===== src/rtl/queue_pkg.sv =====
// Shared constants for the queue read-side path.
// Occupancy codes are used by the pop skid buffer and its users.
package queue_pkg;

  localparam int DATA_WIDTH    = 64;
  localparam int ADDRESS_WIDTH = 3;
  localparam int SKID_DEPTH    = 2;

  localparam logic [1:0] OCC_EMPTY = 2'd0;
  localparam logic [1:0] OCC_ONE   = 2'd1;
  localparam logic [1:0] OCC_FULL  = 2'd2;

endpackage


===== src/rtl/pop_skid_buf.sv =====
// Two-entry head/tail skid register pair with occupancy counter.
// The head entry always drives rd_data.
module pop_skid_buf
  import queue_pkg::*;
#(
  parameter int DW = DATA_WIDTH
) (
  input  logic          clk,
  input  logic          rst_n,
  input  logic          wr_en,
  input  logic [DW-1:0] wr_data,
  input  logic          rd_en,
  output logic [DW-1:0] rd_data,
  output logic [1:0]    occ
);

  logic [DW-1:0] head_q, head_d;
  logic [DW-1:0] tail_q, tail_d;
  logic [1:0]    occ_q, occ_d;
  logic          pop;

  always_comb begin
    head_d = head_q;
    tail_d = tail_q;
    pop    = rd_en && (occ_q != OCC_EMPTY);
    unique case (occ_q)
      OCC_EMPTY: begin
        if (wr_en) head_d = wr_data;
      end
      OCC_ONE: begin
        if (wr_en) begin
          if (pop) head_d = wr_data;
          else     tail_d = wr_data;
        end
      end
      OCC_FULL: begin
        // Popping from full promotes tail; a new word refills tail.
        if (pop) begin
          head_d = tail_q;
          if (wr_en) tail_d = wr_data;
        end
      end
      default: ;
    endcase
    occ_d = occ_q + {1'b0, wr_en} - {1'b0, pop};
  end

  always_ff @(posedge clk or negedge rst_n) begin
    if (!rst_n) begin
      head_q <= '0;
      tail_q <= '0;
      occ_q  <= OCC_EMPTY;
    end else begin
      head_q <= head_d;
      tail_q <= tail_d;
      occ_q  <= occ_d;
    end
  end

  assign rd_data = head_q;
  assign occ     = occ_q;

  ap_no_overflow: assert property (
    @(posedge clk) disable iff (!rst_n)
    !(wr_en && !pop && occ_q == OCC_FULL)
  );

endmodule


===== src/rtl/queue_pop_ctrl.sv =====
// Queue read-side controller: issues pops, absorbs the read
// latency in a 2-entry skid and streams words out valid/ready.
module queue_pop_ctrl #(
  parameter int DATA_WIDTH    = queue_pkg::DATA_WIDTH,
  parameter int ADDRESS_WIDTH = queue_pkg::ADDRESS_WIDTH,
  parameter int SKID_DEPTH    = queue_pkg::SKID_DEPTH
) (
  input  logic                     sclk,
  input  logic                     reset_n,
  input  logic                     enable,
  input  logic                     q_empty,
  input  logic [DATA_WIDTH-1:0]    q_data_out,
  output logic                     q_read_en,
  output logic                     m_valid,
  output logic [DATA_WIDTH-1:0]    m_data,
  input  logic                     m_ready,
  output logic [ADDRESS_WIDTH+1:0] pop_count,
  output logic                     busy
);

  localparam int PCW = ADDRESS_WIDTH + 2;

  if (SKID_DEPTH != queue_pkg::SKID_DEPTH) begin : g_bad_depth
    $error("queue_pop_ctrl: SKID_DEPTH must be 2");
  end

  logic           inflight_q, inflight_d;
  logic [PCW-1:0] pop_count_q, pop_count_d;
  logic [1:0]     occ;
  logic           accept;
  logic [2:0]     held;

  assign m_valid = (occ != queue_pkg::OCC_EMPTY);
  assign accept  = m_valid && m_ready;

  always_comb begin
    // Words owned after this edge if no new read is issued.
    held = {1'b0, occ}
         + {2'b00, inflight_q}
         - {2'b00, accept};
    q_read_en   = enable && !q_empty
               && (held < 3'd2);
    inflight_d  = q_read_en;
    pop_count_d = pop_count_q
                + {{(PCW-1){1'b0}}, accept};
  end

  always_ff @(posedge sclk or negedge reset_n) begin
    if (!reset_n) begin
      inflight_q  <= 1'b0;
      pop_count_q <= '0;
    end else begin
      inflight_q  <= inflight_d;
      pop_count_q <= pop_count_d;
    end
  end

  pop_skid_buf #(
    .DW (DATA_WIDTH)
  ) u_skid (
    .clk     (sclk),
    .rst_n   (reset_n),
    .wr_en   (inflight_q),
    .wr_data (q_data_out),
    .rd_en   (accept),
    .rd_data (m_data),
    .occ     (occ)
  );

  assign pop_count = pop_count_q;
  assign busy      = m_valid || inflight_q;

endmodule


===== config.mk =====
export PLATFORM = sky130hd
export DESIGN_NAME = queue_pop_ctrl
export DESIGN_NICKNAME = d
export VERILOG_FILES = /design/src/rtl/queue_pkg.sv /design/src/rtl/pop_skid_buf.sv /design/src/rtl/queue_pop_ctrl.sv
export SDC_FILE = /design/constraint.sdc
export NUM_CORES = 1
export LEC_CHECK = 0
export ABC_CLOCK_PERIOD_IN_PS = 5400
export BUFFER_PORTS_ARGS = -buffer_cell sky130_fd_sc_hd__buf_4
export CORE_UTILIZATION = 58
export DETAILED_ROUTE_END_ITERATION = 10
export PLACE_DENSITY = 0.85
export SYNTH_ARGS = -nofsm -noshare
export SYNTH_HDL_FRONTEND = slang
export SYNTH_SLANG_ARGS = --single-unit

===== constraint.sdc =====
create_clock -name sclk -period 5.4 [get_ports sclk]
set_clock_uncertainty 0.05 [all_clocks]
set_input_delay 0.27 -clock sclk [delete_from_list [all_inputs] [get_ports sclk]]
set_output_delay 0.27 -clock sclk [all_outputs]
set_load 0.05 [all_outputs]

## Yosys cells after proc, flatten, opt, wreduce, memory -nomap -nowiden

Cells that the tools add are included.

| word-level totals | value |
|---|---|
| bits in registers | 136 |
| input port bits | 69 |
| output and inout port bits | 72 |
| logic and storage cells | 40 |

| operators by class | value |
|---|---|
| add/sub/neg operators | 5 |
| magnitude comparators | 1 |
| equal/unequal tests | 8 |
| multiplexer cells | 9 |
| reductions and logical operators | 12 |

Operator list:

| kind | count |
|---|---|
| $mux W64 | 7 |
| $pmux W64 S3 | 1 |
| $pmux W64 S2 | 1 |
| $reduce_and A5 Y1 | 2 |
| $ne A2 B2 Y1 const B | 4 |
| $add A5 B1 Y5 | 1 |
| $logic_and A1 B1 Y1 | 4 |
| $ne A2 B1 Y1 const B | 2 |
| $reduce_bool A2 Y1 | 2 |
| $add A2 B1 Y3 | 1 |
| $lt A3 B2 Y1 const B | 1 |
| $reduce_bool A3 Y1 | 1 |
| $sub A3 B1 Y3 | 1 |
| $add A2 B1 Y2 | 1 |
| $eq A2 B1 Y1 const B | 1 |
| $eq A2 B2 Y1 const B | 1 |
| $logic_not A2 Y1 | 1 |
| $sub A2 B1 Y2 | 1 |
| $logic_not A1 Y1 | 1 |
| $logic_or A1 B1 Y1 | 1 |

## Depth between registers and ports, before layout

Gate-level depths: netlist of the first run.

| depth | value |
|---|---|
| depth after elaboration | 6 |
| gate-level depth with buffers | 9 |
| mapped depth without buffers | 8 |

## Modules after synthesis

Synthesis of the first run repeated with hierarchy kept, for this count alone.

| second synthesis, totals | value |
|---|---|
| cell total of the unflattened synthesis | 380 |
| area total of the unflattened synthesis | 5984.5 um^2 |

Modules (own cells, without submodules):

| module | times used | cells each | area an instance (um^2) | seq. area each (um^2) |
|---|---|---|---|---|
| pop_skid_buf | 1 | 355 | 5685.5 | 3253.1 |
| queue_pop_ctrl | 1 | 25 | 299.0 | 150.1 |

## Least setup slack after synthesis of the first run

No wires, ideal clock.

| timing | value |
|---|---|
| kind | reg2out |
| start | register u_skid.occ_q[1], in the netlist u_skid.occ[1] |
| end | output q_read_en |
| arrival | 2951 ps |
| required time | 5080 ps |
| slack | 2129 ps |
| cell stages (with the launch flop) | 10 |
| path buffers | 1 |
| cell sequence | dfrtp_1 -> buf_4 -> o21a_1 -> ha_1 -> inv_1 -> ha_1 -> inv_1 -> fa_1 -> xor2_1 -> nor3_1 |

| between the ends | value |
|---|---|
| longest elaborated chain between the ends | 5 |
| elaborated cells on any way between the ends | 6 |
| classes of those cells | 2 x add/sub; 1 x order compare; 3 x reduce/logical |

RTL lines:

| element | RTL line | RTL |
|---|---|---|
| start: declaration | pop_skid_buf.sv:19 | `logic [1:0] occ_q, occ_d;` |
| start signal: assignment | pop_skid_buf.sv:52 | `occ_q <= OCC_EMPTY;` |
| start signal: assignment | pop_skid_buf.sv:56 | `occ_q <= occ_d;` |
| branches (longest 2 deep; another with $add A2 B1 Y3) | - |  |
| $sub A3 B1 Y3 (*) | queue_pop_ctrl.sv:40 | `- {2'b00, accept};` |
| $lt A3 B2 Y1 (*) | queue_pop_ctrl.sv:42 | `&& (held < 3'd2);` |
| $logic_and A1 B1 Y1 (*) | queue_pop_ctrl.sv:42 |  |
| end: declaration | queue_pop_ctrl.sv:13 | `output logic q_read_en,` |

Every way passes the cells marked *.

## Final worst setup path of the first run

Ends and elaborated chain as after synthesis.

==> flow_metrics.py, run 1 <==
metrics = {
    "timing": {
        "fmax_mhz": 304,
        "final-setup-viol-count": 0,
        "maxSlewViolCount": 0,
        "tightest_slew_ps": 1060,
        "relSlewSlack_pct": 29.3,
        "post-route-min-period_ps": 3290,
        "finalHoldViolations": 0,
        "rsz0062_at_grt": "no",
        "setup_tns_ps": 0,
        "post-route-period-util_pct": 61.0,
    },
    "detailed_routing": {
        "antenna_left": 0,
        "drt_first_iter_violations": 108,
        "drc": 0,
        "viasPerCell": 5.25,
        "dr.pass1.iters": 4,
        "wl_per_cell_um": 17.8,
        "finalWirelength_mm": 13.0,
        "vias": 3835,
    },
    "global_route": {
        "grt_usage_pct": 25.8,
        "grt_start_max_net_pins": 73,
        "grt_pass1_vias": 4308,
        "overflow": 0,
        "grt_antenna_before_repair": 0,
        "grt_pass1_wl_mm": 21.4,
    },
    "cells_and_area": {
        "drive_above_1_share_pct": 59.4,
        "fillerInstances": 500,
        "final_util_pct": 84.4,
        "finalNetCount": 658,
        "insertedDiodeCount": 0,
        "syn2layout_area_growth_pct": 39.1,
        "multi_input_area_mm2": 0.00240,
        "regArea_mm2": 0.00340,
    },
    "clocking": {
        "clkSlewWorstSetupHoldPaths_ps": 60,
        "cts_tree": "done",
        "ctsLongestPathBuffers": 2,
        "clock-sinks": 136,
        "clock_latency_ps": 520,
        "htree_levels": 4,
        "cts_made_buffers": 17,
        "clockRootBuffer": "clkbuf_8",
    },
    "power_and_ir_drop": {
        "leakage_nw": 3.90,
        "power.density_mw_per_mm2": 689,
        "p_total_mw": 5.76,
        "peakVddDrop_mv": 0.649,
    },
    "die": {
        "core.rowCount": 36,
        "ios": 141,
        "dieWidth_um": 104,
        "core_area_mm2": 0.00991,
        "fp.dieArea_mm2": 0.0108,
        "die_h_um": 104,
        "initial_core_util_pct": 60.7,
    },
    "outcome": {
        "status": "finished clean",
    },
    "min_path": {
        "hold_class": "primary input to flip-flop",
    },
    "place": {
        "port_buffers": 140,
        "dpl.hpwl_mm": 7.24,
        "gp_congestion": 0.706,
    },
    "setup_path": {
        "crit_path_max_fanout": 8,
        "cp_slowest_cell": "dfrtp_1",
        "cpPeakStageDelay_ps": 490,
        "start_kind": "flip-flop",
        "path_buf_inv": 3,
        "crit_family": "adder cells",
        "worstPathRequired_ps": 5080,
        "critPathArrivalTime_ps": 2970,
        "path_cells": "o21a_1, ha_1, inv_1, ha_1, inv_1, fa_1, xor2_1, nor3_1, buf_4",
        "path_class": "flip-flop to output port",
        "crit_path_end_kind": "output port",
    },
    "yosys": {
        "netlist_top_cells_count": "mux2_2, dfrtp_1, buf_6, mux2_1, buf_2",
        "synth_area_mm2": 0.00601,
        "synth.distinct_cells": 23,
        "yosysTopAreaCellShare_pct": 56.6,
        "synth-edff-count": 0,
        "synth_seq_cells": 136,
        "avgSynthCellArea_um2": 15.9,
        "synth_top_area_cell": "dfrtp_1",
        "syn_inst": 378,
        "yosysSeqAreaShare_pct": 56.6,
        "ys_top_cells_by_area": "dfrtp_1, mux2_2, buf_6, mux2_1, ha_1",
        "synthArstFlopShare_pct": 100,
        "syn_nets": 451,
        "ys_warn_count": 0,
        "yosysMostFrequentCell": "mux2_2",
        "synth-main-ff-cell": "dfrtp_1",
    },
    "job": {
        "drv_cap": 0,
    },
}
-- per-layer routing --
metal,vias to the layer above,wire length [µm],GRT usage (%)
met2,102,6810,44.5
met1,1931,5380,30.8
met5,-,0,0
li1,1773,-,-
met3,29,491,6.48
met4,0,339,10.5
-- state kept, by name, indices dropped and copies added, names as in the netlist --
signal	cells
u_skid.tail_q	64
u_skid.rd_data	64
u_skid.occ	2
inflight_q	1
pop_count	5
-- report_power, final --
part,internal (mW),total (mW),leakage [nW],switching (mW)
clock,0.802,1.21,0.313,0.411
sequential,1.53,1.84,1.68,0.312
combinational,1.15,2.70,1.91,1.56
-- through the flow --
step                hold WS, ps  area, µm²  cells  setup WS [ps]
floorplan                 -75.6       6010    378           2130
global placement            384       7050    632           2470
detailed placement          401       7050    632           2440
CTS                         158       8360    731           2070
global route                185       8360    731           1910
finish                      164       8360    731           2110
-- cells by family (layout without fill, tap and decap cells) --
| group | count (synthesis) | count (layout) | synth area share (%) |
|---|---|---|---|
| AND/OR/NAND/NOR | 11 | 11 | 1.19 |
| AO/OA/AOI/OAI | 3 | 3 | 0.645 |
| XOR/XNOR | 7 | 7 | 1.02 |
| adder cells (fa/ha/maj) | 4 | 4 | 0.958 |
| multiplexers | 192 | 192 | 36.0 |
| flip-flops | 136 | 136 | 56.6 |
| buffers and inverters | 25 | 245 | 3.60 |
-- final timing paths --
kind / from / end / slack [ps] / cells past startpoint
max: u_skid.occ[1] / q_read_en / 2110 / 9
min: m_ready / pop_count[0] / 160 / 3
max reg2reg: u_skid.occ[1] / u_skid.rd_data[34] / 2400 / 3
min reg2reg: pop_count[4] / pop_count[4] / 420 / 1
max in group asynchronous: reset_n / u_skid.rd_data[11] / 3560 / 3
min in group asynchronous: reset_n / pop_count[4] / 360 / 2
-- what timing repair did --
action	CTS	global route
hold buffers	67	0
endpoints found under the hold margin	136	0
resized for setup	0	0
setup buffers	0	0
-- final cells by class --
type | instances | area share (%)
clock inverters | 6 | 1.29
flip-flops and latches | 136 | 40.7
inverters | 4 | 0.180
well taps | 133 | 1.99
multi-input cells | 217 | 28.7
clock buffers | 26 | 6.32
repair buffers | 209 | 20.8
-- layout by cell type (no fill, tap or decap), types with 2 or more instances in the layout --
cell type / count
xor2_1: 3
xnor2_1: 4
inv_1: 4
nand2_1: 2
clkbuf_16: 16
and2_1: 2
dlygate4sd3_1: 67
buf_4: 142
ha_1: 3
mux2_2: 179
mux2_1: 13
clkbuf_8: 9
dfrtp_1: 136
clkinv_2: 2
bufinv_16: 3
-- worst register-to-register path, delay by kind of cell, from the launching register on --
kind	cells	cell delay, ps
AOI/OAI and AO/OA	1	970
DFF	1	520
muxes	1	470
and+or+nand+nor	1	880
(Power assumes the default switching activity.)
==> inputs of run 2 (changes only) <==
--- a/config.mk
+++ b/config.mk
@@ -5,11 +5,12 @@
 export SDC_FILE = /design/constraint.sdc
 export NUM_CORES = 1
 export LEC_CHECK = 0
-export ABC_CLOCK_PERIOD_IN_PS = 5400
+export ABC_AREA = 1
+export ABC_CLOCK_PERIOD_IN_PS = 3200
 export BUFFER_PORTS_ARGS = -buffer_cell sky130_fd_sc_hd__buf_4
-export CORE_UTILIZATION = 58
+export CORE_UTILIZATION = 55
 export DETAILED_ROUTE_END_ITERATION = 10
-export PLACE_DENSITY = 0.85
+export PLACE_DENSITY = 0.81
 export SYNTH_ARGS = -nofsm -noshare
 export SYNTH_HDL_FRONTEND = slang
 export SYNTH_SLANG_ARGS = --single-unit
==> constraint.sdc (replaced) <==
create_clock -name sclk -period 3.2 [get_ports sclk]
set_clock_uncertainty 0.05 [all_clocks]
set_input_delay 0.16 -clock sclk [delete_from_list [all_inputs] [get_ports sclk]]
set_output_delay 0.16 -clock sclk [all_outputs]
set_load 0.05 [all_outputs]
==> run 2 against run 1 <==
  * Total power up 67%
  * Global-route usage grew 4.5 points
  * Core utilization decreased by 7.8 points
  * Clock power up 75%
  * Non-clock buffer count rose by 9
  * Design area increased by 5.1%
  * Wire length grew 34%
  * Register-to-register slack got worse by 1900 ps
  * Sequential cell count did not move
  * Die area is 13% higher
  * Largest power group unchanged
==> flow_metrics.py, run 2 <==
metrics = {
    "place": {
        "dpl.hpwl_mm": 8.82,
        "gp_congestion": 0.757,
        "placed_cell_area_mm2": 0.00746,
        "port_buffers": 140,
    },
    "power_and_ir_drop": {
        "p_sw_share_pct": 45.9,
        "leakage_nw": 4.83,
        "p_total_mw": 9.60,
        "p_switching_mw": 4.41,
        "pwr-share-comb_pct": 47.5,
        "power.density_mw_per_mm2": 1090,
        "pwr-share-seq_pct": 30.4,
        "peakVddDrop_mv": 0.803,
        "internal_power_mw": 5.19,
        "power_frac_clock_pct": 22.1,
    },
    "setup_path": {
        "critPathArrivalTime_ps": 2640,
        "worst_setup_path_startpoint": "u_skid.occ[0]",
        "worstPathRequired_ps": 2990,
        "crit_path_max_fanout": 5,
        "start_kind": "flip-flop",
        "path_class": "flip-flop to output port",
        "crit_path_end_kind": "output port",
        "regToRegStartpoint": "u_skid.occ[0]",
    },
    "cells_and_area": {
        "finalNetCount": 1062,
        "final_util_pct": 76.6,
        "syn2layout_area_growth_pct": 35.6,
        "mostFrequentLayoutCell": "nand2_1",
        "mostFrequentLayoutCells": "nand2_1, nand3_1, buf_4",
        "insertedDiodeCount": 0,
        "fillerInstances": 823,
        "regArea_mm2": 0.00341,
        "postLayoutCellArea_mm2": 0.00878,
        "drive_above_1_share_pct": 20.5,
        "multi_input_area_mm2": 0.00268,
    },
    "clocking": {
        "clock_latency_ps": 410,
        "clockRootBuffer": "clkbuf_16",
        "clock-sinks": 136,
        "ctsLongestPathBuffers": 2,
        "clkSlewWorstSetupHoldPaths_ps": 60,
        "post_cts.repair.setup_buffers": 0,
        "cts_tree": "done",
        "cts_made_buffers": 17,
        "htree_levels": 4,
    },
    "yosys": {
        "syn_nets": 886,
        "synth_top_area_cell": "dfrtp_1",
        "avgSynthCellArea_um2": 7.97,
        "synth_seq_cells": 136,
        "synthArstFlopShare_pct": 100,
        "ys_warn_count": 0,
        "netlist_top_cells_count": "nand2_1, nand3_1, dfrtp_1, buf_2, nand3_2",
        "synth_area_mm2": 0.00648,
        "synth-main-ff-cell": "dfrtp_1",
        "yosysTopAreaCellShare_pct": 52.6,
        "yosysSeqAreaShare_pct": 52.6,
        "syn_inst": 813,
        "synth.distinct_cells": 23,
        "ys_top_cells_by_area": "dfrtp_1, nand2_1, nand3_1, buf_2, nand3_2",
        "synth-edff-count": 0,
        "yosysMostFrequentCell": "nand2_1",
    },
    "timing": {
        "post-route-period-util_pct": 89.0,
        "post-route-min-period_ps": 2850,
        "maxSlewViolCount": 0,
        "finalHoldViolations": 0,
        "relSlewSlack_pct": 41.1,
        "tightest_slew_ps": 884,
        "hold_ws_ps": 126,
        "setup_tns_ps": 0,
        "rsz0062_at_grt": "no",
        "fmax_mhz": 351,
        "final-setup-viol-count": 0,
    },
    "detailed_routing": {
        "drt_first_iter_violations": 568,
        "antenna_left": 0,
        "vias": 6185,
        "drt-met1-wl_mm": 7.36,
        "dr.max_layer_used": "met4",
        "viasPerCell": 5.40,
        "dr_wl_met3_mm": 1.23,
        "met2WireLength_mm": 8.55,
        "drc": 0,
        "finalWirelength_mm": 17.5,
        "wl_per_cell_um": 15.3,
        "dr.pass1.iters": 5,
    },
    "die": {
        "core.rowCount": 39,
        "dieWidth_um": 111,
        "die_h_um": 111,
        "fp.dieArea_mm2": 0.0122,
        "ios": 141,
        "initial_core_util_pct": 56.5,
        "core_area_mm2": 0.0115,
    },
    "global_route": {
        "grt_usage_pct": 30.3,
        "grt_pass1_vias": 5997,
        "grt_antenna_before_repair": 0,
        "grt_pass1_wl_mm": 29.9,
        "grt_start_max_net_pins": 97,
        "overflow": 0,
    },
    "outcome": {
        "status": "finished clean",
    },
    "job": {
        "drv_cap": 0,
    },
    "min_path": {
        "hold_start": "m_ready",
        "hold_class": "primary input to flip-flop",
    },
}
-- run 2: area by class of cell --
| cell class | count | area share (%) |
|---|---|---|
| sequential | 136 | 38.8 |
| multi-input combinational | 607 | 30.5 |
| timing repair buffer | 218 | 20.9 |
| clock buffer | 22 | 5.51 |
| tap | 143 | 2.04 |
| clock inverter | 10 | 1.88 |
| inverter | 9 | 0.385 |
-- run 2: power by group through the flow --
stage	combinational (mW)	sequential [mW]	clock, mW
finish	4.56	2.91	2.12
floorplan	2.06	4.14	0
CTS	4.53	2.90	2.14
global placement	4.39	2.89	0
detailed placement	4.43	2.91	0
global route	4.95	3.00	2.23
-- run 2: repair_timing --
action | 4_1_cts | 5_1_grt
endpoints found under the setup margin | 0 | 0
hold buffers | 67 | 0
gates resized for setup | 0 | 0
endpoints found under the hold margin | 192 | 0
-- run 2: worst paths after layout --
path                                          end  slack (ps)  depth (start not counted)
max in group asynchronous       u_skid.tail_q[38]        1980                          3
worst max register to register         inflight_q         510                         10
worst min register to register   u_skid.tail_q[1]         420                          2
worst min-delay path                 pop_count[3]         130                          5
min in group asynchronous            pop_count[1]         390                          2
worst max-delay path                    q_read_en         350                         10
-- run 2: metal layers --
| metal | track usage [%] | vias to the layer above |
|---|---|---|
| li1 | - | 2956 |
| met1 | 41.9 | 2906 |
| met2 | 48.2 | 292 |
| met3 | 5.21 | 31 |
| met4 | 11.3 | 0 |
| met5 | 0 | - |
-- run 2: metrics by stage --
step,setup WS [ps],instances
2_1_floorplan,472,813
3_3_place_gp,828,1046
3_5_place_dp,801,1046
4_1_cts,359,1145
5_1_grt,163,1145
6_report,351,1145
-- run 2: worst max-delay path: stages (launching register included) --
cell and delay [ps]:
dfrtp_1 390, nor2_1 70, nor2_1 230, ha_1 280, inv_1 60, ha_1 130
inv_1 70, fa_1 520, nand2_1 70, nor3_2 180, buf_4 230
-- run 2: cell families after synthesis --
family	count (synthesis)	share of synthesized area (%)
adders and majority gates	4	0.889
xor gates and xnor gates	5	0.676
buffers and inverters	70	6.12
and+or+nand+nor	598	39.8
DFF	136	52.6
